`src/rtl/eth_phy_ctrl_pkg.sv`:
```
// Shared types and constants for the eth_phy_10g bring-up/supervision controller.
// Holds the FSM state encoding, the XGMII idle pattern and counter-width helpers.
package eth_phy_ctrl_pkg;

  typedef enum logic [2:0] {
    ST_IDLE        = 3'd0,
    ST_RESET       = 3'd1,
    ST_WAIT_LOCK   = 3'd2,
    ST_PRBS        = 3'd3,
    ST_WAIT_STATUS = 3'd4,
    ST_LINK_UP     = 3'd5,
    ST_FAULT       = 3'd6
  } state_t;

  localparam int unsigned STATE_W    = 3;
  localparam int unsigned ERR_CNT_W  = 7;
  localparam int unsigned PRBS_SUM_W = 16;

  localparam logic [63:0] XGMII_IDLE_D = 64'h0707070707070707;
  localparam logic [7:0]  XGMII_IDLE_C = 8'hFF;

  localparam int unsigned DEF_RST_CYCLES     = 4;
  localparam int unsigned DEF_LOCK_TIMEOUT   = 1024;
  localparam int unsigned DEF_PRBS_SETTLE    = 4;
  localparam int unsigned DEF_PRBS_CYCLES    = 256;
  localparam int unsigned DEF_STATUS_TIMEOUT = 4096;
  localparam int unsigned DEF_MAX_RETRIES    = 3;

  // Bits needed to hold values 0..max_val (at least one bit).
  function automatic int unsigned cnt_width(input int unsigned max_val);
    return (max_val < 2) ? 1 : $clog2(max_val + 1);
  endfunction

  function automatic int unsigned max_of4(input int unsigned a, input int unsigned b,
                                          input int unsigned c, input int unsigned d);
    int unsigned m;
    m = a;
    if (b > m) m = b;
    if (c > m) m = c;
    if (d > m) m = d;
    return m;
  endfunction

  // Shared timer width for the default timeouts (largest load value is timeout-1).
  localparam int unsigned DEF_TIMER_W = cnt_width(max_of4(DEF_RST_CYCLES, DEF_LOCK_TIMEOUT,
                                                          DEF_PRBS_CYCLES, DEF_STATUS_TIMEOUT) - 1);

endpackage

```
`src/rtl/eth_phy_ctrl_timer.sv`:
```
// Loadable down-counter shared by the controller's timed states.
// Ports: clk_tb/rx_rst_tb clock and async active-high reset; load/load_val preset
// the count (load wins over dec); dec counts down and holds at zero;
// count is the registered value; done_c is high while count is zero.
module eth_phy_ctrl_timer #(
  parameter int unsigned WIDTH = 12
) (
  input  logic             clk_tb,
  input  logic             rx_rst_tb,
  input  logic             load,
  input  logic [WIDTH-1:0] load_val,
  input  logic             dec,
  output logic [WIDTH-1:0] count,
  output logic             done_c
);

  assign done_c = (count == '0);

  always_ff @(posedge clk_tb or posedge rx_rst_tb) begin
    if (rx_rst_tb) begin
      count <= '0;
    end else if (load) begin
      count <= load_val;
    end else if (dec && !done_c) begin
      count <= count - WIDTH'(1);
    end
  end

endmodule

```
`src/rtl/eth_phy_link_ctrl.sv`:
```
// Bring-up and supervision controller for eth_phy_10g.
// Resets the PHY TX side, waits for block lock, runs a PRBS31 self-test, waits for
// rx_status, then forwards user XGMII traffic while watching for link loss.
// Failed attempts retry bring-up up to MAX_RETRIES times before latching FAULT.
// Ports:
//   clk_tb, rx_rst_tb            clock and async active-high reset
//   start                        single-cycle bring-up request (IDLE/FAULT only)
//   rx_block_lock, rx_high_ber, rx_status, serdes_rx_reset_req, rx_error_count  PHY status
//   user_txd/user_txc/user_valid user XGMII word
//   xgmii_txd/xgmii_txc          registered XGMII to PHY (IDLE outside LINK_UP)
//   cfg_tx/rx_prbs31_enable      PRBS self-test enables
//   tx_rst_req                   PHY TX reset request
//   state, link_up, fault, prbs_err_total, retry_cnt  status
module eth_phy_link_ctrl
  import eth_phy_ctrl_pkg::*;
#(
  parameter int unsigned DATA_WIDTH     = 64,
  parameter int unsigned CTRL_WIDTH     = DATA_WIDTH / 8,
  parameter int unsigned RST_CYCLES     = DEF_RST_CYCLES,
  parameter int unsigned LOCK_TIMEOUT   = DEF_LOCK_TIMEOUT,
  parameter int unsigned PRBS_SETTLE    = DEF_PRBS_SETTLE,
  parameter int unsigned PRBS_CYCLES    = DEF_PRBS_CYCLES,
  parameter int unsigned STATUS_TIMEOUT = DEF_STATUS_TIMEOUT,
  parameter int unsigned MAX_RETRIES    = DEF_MAX_RETRIES,
  localparam int unsigned RETRY_W       = cnt_width(MAX_RETRIES)
) (
  input  logic                  clk_tb,
  input  logic                  rx_rst_tb,
  input  logic                  start,
  input  logic                  rx_block_lock,
  input  logic                  rx_high_ber,
  input  logic                  rx_status,
  input  logic                  serdes_rx_reset_req,
  input  logic [ERR_CNT_W-1:0]  rx_error_count,
  input  logic [DATA_WIDTH-1:0] user_txd,
  input  logic [CTRL_WIDTH-1:0] user_txc,
  input  logic                  user_valid,
  output logic [DATA_WIDTH-1:0] xgmii_txd,
  output logic [CTRL_WIDTH-1:0] xgmii_txc,
  output logic                  cfg_tx_prbs31_enable,
  output logic                  cfg_rx_prbs31_enable,
  output logic                  tx_rst_req,
  output logic [STATE_W-1:0]    state,
  output logic                  link_up,
  output logic                  fault,
  output logic [PRBS_SUM_W-1:0] prbs_err_total,
  output logic [RETRY_W-1:0]    retry_cnt
);

  localparam int unsigned TIMER_W = cnt_width(max_of4(RST_CYCLES, LOCK_TIMEOUT,
                                                      PRBS_CYCLES, STATUS_TIMEOUT) - 1);
  localparam int unsigned SUM_W   = PRBS_SUM_W + 1;

  localparam logic [DATA_WIDTH-1:0] IDLE_D = {CTRL_WIDTH{XGMII_IDLE_D[7:0]}};
  localparam logic [CTRL_WIDTH-1:0] IDLE_C = {CTRL_WIDTH{XGMII_IDLE_C[0]}};

  localparam logic [TIMER_W-1:0] RST_LOAD    = TIMER_W'(RST_CYCLES - 1);
  localparam logic [TIMER_W-1:0] LOCK_LOAD   = TIMER_W'(LOCK_TIMEOUT - 1);
  localparam logic [TIMER_W-1:0] PRBS_LOAD   = TIMER_W'(PRBS_CYCLES - 1);
  localparam logic [TIMER_W-1:0] STATUS_LOAD = TIMER_W'(STATUS_TIMEOUT - 1);
  // Timer counts down through the test, so cycles >= PRBS_SETTLE have count <= ACC_LAST.
  localparam logic [TIMER_W-1:0] ACC_LAST    = TIMER_W'(PRBS_CYCLES - 1 - PRBS_SETTLE);

  state_t                state_q, state_d;
  logic [DATA_WIDTH-1:0] txd_d;
  logic [CTRL_WIDTH-1:0] txc_d;
  logic                  prbs_en_d, tx_rst_d, link_up_d, fault_d, fail;
  logic [PRBS_SUM_W-1:0] prbs_sum_d, sum_sat;
  logic [SUM_W-1:0]      sum_wide;
  logic [RETRY_W-1:0]    retry_d, retry_inc;
  logic                  tmr_load, tmr_dec, tmr_done;
  logic [TIMER_W-1:0]    tmr_val, tmr_count;

  eth_phy_ctrl_timer #(.WIDTH(TIMER_W)) u_timer (
    .clk_tb    (clk_tb),
    .rx_rst_tb (rx_rst_tb),
    .load      (tmr_load),
    .load_val  (tmr_val),
    .dec       (tmr_dec),
    .count     (tmr_count),
    .done_c    (tmr_done)
  );

  // Saturating PRBS error accumulation.
  assign sum_wide  = {1'b0, prbs_err_total} + SUM_W'(rx_error_count);
  assign sum_sat   = sum_wide[SUM_W-1] ? '1 : sum_wide[PRBS_SUM_W-1:0];
  assign retry_inc = retry_cnt + RETRY_W'(1);
  assign state     = state_q;

  // Next-state and next-output logic.
  always_comb begin
    state_d    = state_q;
    txd_d      = IDLE_D;
    txc_d      = IDLE_C;
    prbs_en_d  = 1'b0;
    tx_rst_d   = 1'b0;
    prbs_sum_d = prbs_err_total;
    retry_d    = retry_cnt;
    tmr_load   = 1'b0;
    tmr_val    = '0;
    tmr_dec    = 1'b0;
    fail       = 1'b0;

    case (state_q)
      ST_IDLE: begin
        if (start) begin
          state_d    = ST_RESET;
          retry_d    = '0;
          prbs_sum_d = '0;
          tmr_load   = 1'b1;
          tmr_val    = RST_LOAD;
          tx_rst_d   = 1'b1;
        end
      end
      ST_RESET: begin
        tmr_dec  = 1'b1;
        tx_rst_d = 1'b1;
        if (tmr_done) begin
          state_d  = ST_WAIT_LOCK;
          tx_rst_d = 1'b0;
          tmr_load = 1'b1;
          tmr_val  = LOCK_LOAD;
        end
      end
      ST_WAIT_LOCK: begin
        tmr_dec = 1'b1;
        // Lock is checked before the timeout so a same-cycle lock still succeeds.
        if (rx_block_lock) begin
          state_d    = ST_PRBS;
          prbs_sum_d = '0;
          prbs_en_d  = 1'b1;
          tmr_load   = 1'b1;
          tmr_val    = PRBS_LOAD;
        end else if (tmr_done) begin
          fail = 1'b1;
        end
      end
      ST_PRBS: begin
        tmr_dec   = 1'b1;
        prbs_en_d = 1'b1;
        if (tmr_count <= ACC_LAST) prbs_sum_d = sum_sat;
        if (tmr_done) begin
          prbs_en_d = 1'b0;
          if (prbs_sum_d == '0) begin
            state_d  = ST_WAIT_STATUS;
            tmr_load = 1'b1;
            tmr_val  = STATUS_LOAD;
          end else begin
            fail = 1'b1;
          end
        end
      end
      ST_WAIT_STATUS: begin
        tmr_dec = 1'b1;
        if (!rx_block_lock)  fail = 1'b1;
        else if (rx_status)  state_d = ST_LINK_UP;
        else if (tmr_done)   fail = 1'b1;
      end
      ST_LINK_UP: begin
        if (!rx_block_lock || rx_high_ber || serdes_rx_reset_req) begin
          fail = 1'b1;
        end else if (user_valid) begin
          txd_d = user_txd;
          txc_d = user_txc;
        end
      end
      ST_FAULT: begin
        if (start) begin
          state_d  = ST_RESET;
          retry_d  = '0;
          tmr_load = 1'b1;
          tmr_val  = RST_LOAD;
          tx_rst_d = 1'b1;
        end
      end
      default: state_d = ST_IDLE;
    endcase

    // Failed attempt: count it, then either retry from RESET or give up.
    if (fail) begin
      retry_d   = retry_inc;
      prbs_en_d = 1'b0;
      if (retry_inc == RETRY_W'(MAX_RETRIES)) begin
        state_d = ST_FAULT;
      end else begin
        state_d  = ST_RESET;
        tmr_load = 1'b1;
        tmr_val  = RST_LOAD;
        tx_rst_d = 1'b1;
      end
    end

    link_up_d = (state_d == ST_LINK_UP);
    fault_d   = (state_d == ST_FAULT);
  end

  // State and output registers.
  always_ff @(posedge clk_tb or posedge rx_rst_tb) begin
    if (rx_rst_tb) begin
      state_q              <= ST_IDLE;
      xgmii_txd            <= IDLE_D;
      xgmii_txc            <= IDLE_C;
      cfg_tx_prbs31_enable <= 1'b0;
      cfg_rx_prbs31_enable <= 1'b0;
      tx_rst_req           <= 1'b0;
      link_up              <= 1'b0;
      fault                <= 1'b0;
      prbs_err_total       <= '0;
      retry_cnt            <= '0;
    end else begin
      state_q              <= state_d;
      xgmii_txd            <= txd_d;
      xgmii_txc            <= txc_d;
      cfg_tx_prbs31_enable <= prbs_en_d;
      cfg_rx_prbs31_enable <= prbs_en_d;
      tx_rst_req           <= tx_rst_d;
      link_up              <= link_up_d;
      fault                <= fault_d;
      prbs_err_total       <= prbs_sum_d;
      retry_cnt            <= retry_d;
    end
  end

endmodule

```
`config.mk`:
```
export PLATFORM = sky130hd
export DESIGN_NAME = eth_phy_link_ctrl
export DESIGN_NICKNAME = d
export VERILOG_FILES = /design/src/rtl/eth_phy_ctrl_pkg.sv /design/src/rtl/eth_phy_ctrl_timer.sv /design/src/rtl/eth_phy_link_ctrl.sv
export SDC_FILE = /design/constraint.sdc
export NUM_CORES = 1
export LEC_CHECK = 0
export ABC_AREA = 0
export BUFFER_PORTS_ARGS = -buffer_cell sky130_fd_sc_hd__buf_2
export CAP_MARGIN = 20
export CORE_MARGIN = 1
export CORE_UTILIZATION = 30
export CTS_CLUSTER_SIZE = 24
export DETAILED_ROUTE_END_ITERATION = 8
export PLACE_DENSITY = 0.56
export SYNTH_ARGS = -nofsm -noshare
export SYNTH_HDL_FRONTEND = slang
export SYNTH_SLANG_ARGS = --single-unit
```
`constraint.sdc`:
```
create_clock -name clk_tb -period 7.26 [get_ports clk_tb]
set_input_delay 0.363 -clock clk_tb [delete_from_list [all_inputs] [get_ports clk_tb]]
set_output_delay 0.363 -clock clk_tb [all_outputs]
set_load 0.01 [all_outputs]
```
==> impl_metrics.toml <==
[run_status]
status = "finished clean"

[logic_synthesis]
syn_area_per_cell_um2 = 10.4
ys_top_cells_by_area = "dfrtp_1 (37%), dfstp_2 (16%), and2_1 (5.0%)"
synth-async-reset-ratio_pct = 100
yosys_warnings = 0
synth_most_common_cell = "dfrtp_1"
synth-compound-area-share_pct = 14.2
synthTopCellsByCount = "dfrtp_1 (77), nand2_1 (43), and2_1 (42), nand2b_1 (36)"
synthMuxAreaShare_pct = 1.29
synth_cell_types = 66
synth_ff_type = "dfrtp_1"
synthAdderAreaFrac_pct = 2.76
synth_top_area_share_pct = 36.7
syn_inst = 504
synthSimpleGateAreaFrac_pct = 24.5
synth_xor_area_share_pct = 1.67
synth.net_count = 602
synth-edff-count = 0
synth_top_family_by_area = "simple AND/OR/NAND/NOR gates"
ys_ff_latch = 109
syn_area_mm2 = 0.00525
synth_top_cell_by_area = "dfrtp_1"
seq_area_frac_synth_pct = 52.7

[timing]
fmax_mhz = 266
fin_tns_setup_ns = 0
hold_viol_final = 0
drv_slew = 0
post-route-min-period_ns = 3.77
max-slew-margin-rel_pct = 47.6
final.setup_skew_ns = 0.0121
worst_pin_slew_ns = 0.785
finalCritPeriodShare_pct = 51.9
rsz0062_at_grt = "false"
finalSetupViolCount = 0

[layout]
syn2layout_area_growth_pct = 27.9
fillers = 1787
nNetsFinal = 782
antenna_cells = 0
regArea_mm2 = 0.00277
multiInputGateArea_mm2 = 0.00233
drive_gt1_share_pct = 37.9

[run]
maxCapViolCount = 0

[critical_path]
cp-end-kind = "flip-flop"
path_class = "reg2reg"
required_ns = 7.50
critPathMaxFanout = 6
r2r_cells = 11
rr_startpoint = "prbs_err_total[0]$_DFFE_PP0P_"
critPathLaunch = "prbs_err_total[0]$_DFFE_PP0P_"
critPathArrivalTime_ns = 4.01
critPathLaunchType = "flip-flop"

[detailed_routing]
vias = 4405
routed_via_density = 4.82
drc = 0
routed_wl_um = 14500
avgRoutedWirePerCell_um = 15.9
drt_iter0_drc = 239
ant_nets = 0
first_pass_iters = 4

[power_and_ir_drop]
p_leak_nw = 3.16
switching_share_pct = 38.5
switchingPower_uw = 751
peakVddDrop_uv = 132
power_density_mw_per_mm2 = 291
clkPwrFrac_pct = 25.3
p_comb_share_pct = 34.8
p_total_mw = 1.95
p_int_mw = 1.20
pwr-share-seq_pct = 39.9

[grt]
grt_max_degree = 73
gr-usage-all-layers_pct = 16.9
antenna_found_initial = 2
grt.overflow.total = 0
first_global_vias = 4560
grt_pass1_wl_um = 23600

[clock_tree]
cts-resized-gates = 0
cts.reportedPaths.clkPinSlew_ns = 0.08
cts-hold-fix-buffers = 0
cts_made_buffers = 9
cts_buffer_depth = 2
clockRootBuffer = "clkbuf_16"
cts.sinks = 109
clk_latency_ns = 0.36
htreeDepth = 3
cts_tree = "done"
postCtsSetupRepairBufs = 0

[placed_design]
port_buffers = 184
dpl.hpwl_um = 11100
place.gp.congestion = 0.854

[floorplan]
core_area_mm2 = 0.0172
die_h_um = 134
rows = 48
ios = 185
dieWidth_um = 134
fp.dieArea_mm2 = 0.0180
initial_core_util_pct = 30.6

[hold_path]
hp-class = "in2async"
cell type report:
type                       count  area share, %
sequential                   109           41.2
multi-input combinational    358           34.8
timing repair buffer         188           14.3
tap                          225           4.19
clock buffer                   9           3.35
clock inverter                 7           1.15
inverter                      18           1.04
registers in the layout (all words and copies together), names as in the netlist, 2 cells and up:
register        count
xgmii_txd          64
u_timer.count      12
retry_cnt           2
xgmii_txc           8
prbs_err_total     16
state               3
metal layers:
| metal | part of all wire, % | global-route usage (%) | wire (µm) |
|---|---|---|---|
| met5 | 0.12 | 0 | 17 |
| met4 | 1.6 | 5.81 | 239 |
| met3 | 9.0 | 6.50 | 1310 |
| met2 | 49 | 28.4 | 7100 |
| met1 | 40 | 19.7 | 5840 |
cells in the final DEF, fill, tap and decap left out, types with 3 or more instances in the layout:
cell | Yosys | final
a2111oi_0 | 3 | 3
nand3_1 | 15 | 15
a22o_1 | 4 | 4
a31oi_1 | 7 | 7
o21ai_0 | 32 | 32
ha_1 | 10 | 10
xor2_1 | 3 | 3
nor2_1 | 19 | 19
clkbuf_16 | 0 | 9
or2_2 | 5 | 5
xnor2_1 | 7 | 7
dfstp_2 | 32 | 32
mux2i_1 | 3 | 3
inv_1 | 18 | 17
nand3b_1 | 3 | 3
and2_1 | 42 | 42
a21oi_1 | 22 | 22
o21a_1 | 5 | 5
buf_2 | 0 | 185
nor2b_1 | 6 | 6
and3_1 | 4 | 4
o22a_1 | 3 | 3
nor3_1 | 11 | 11
a211oi_1 | 5 | 5
nand2b_1 | 36 | 36
nand2_1 | 43 | 43
nor3b_1 | 8 | 8
nand4_1 | 5 | 5
o211ai_1 | 3 | 3
nor4_4 | 3 | 3
or3_1 | 3 | 3
nor4_1 | 8 | 8
dfrtp_1 | 77 | 77
power groups by stage:
stage	combinational, mW	sequential (mW)	clock, mW
6_report	0.679	0.780	0.493
5_1_grt	0.761	0.792	0.539
4_1_cts	0.679	0.777	0.513
3_5_place_dp	0.675	0.787	0
3_3_place_gp	0.663	0.783	0
2_1_floorplan	0.477	0.776	0
worst max-delay path: stages (launching register included):
cell and delay (ns):
dfrtp_1 0.41, ha_1 0.23, fa_1 0.41, a211o_1 0.38, a2111oi_4 0.48, nor4_2 0.16, o32a_1 0.41, nor4_4 0.30
and3_4 0.29, o21ai_4 0.09, a22o_2 0.31, and3b_1 0.18
metrics by stage:
stage / worst slack, ns / std cells / hold WS (ns) / util (%) / area (µm²)
after floorplan: 3.79 / 504 / 0.473 / - / 5250
after global placement: 3.49 / 896 / 0.487 / 37.2 / 6390
after detailed placement: 3.44 / 897 / 0.488 / 37.2 / 6390
after CTS: 3.49 / 913 / 0.0995 / 39.0 / 6700
after global routing: 3.27 / 914 / 0.115 / 39.1 / 6720
final: 3.49 / 914 / 0.0727 / 39.1 / 6720
final timing paths:
path / slack, ns / end
setup / recovery: 3.49 / fault$_DFF_PP0_
hold / removal: 0.07 / xgmii_txd[5]$_DFF_PP0_
setup reg to reg: 3.49 / fault$_DFF_PP0_
hold reg to reg: 0.52 / retry_cnt[0]$_DFFE_PP0P_
max in group asynchronous: 5.98 / xgmii_txd[11]$_DFF_PP0_
min in group clk_tb: 0.19 / xgmii_txc[0]$_DFF_PP1_
cell families after synthesis:
group,Yosys count
simple gates,222
compound gates,109
flops,109
buf+inv,37
fa+ha+maj,11
xor+xnor,10
mux,6
Note: power is estimated with default switching activity, not from simulation.
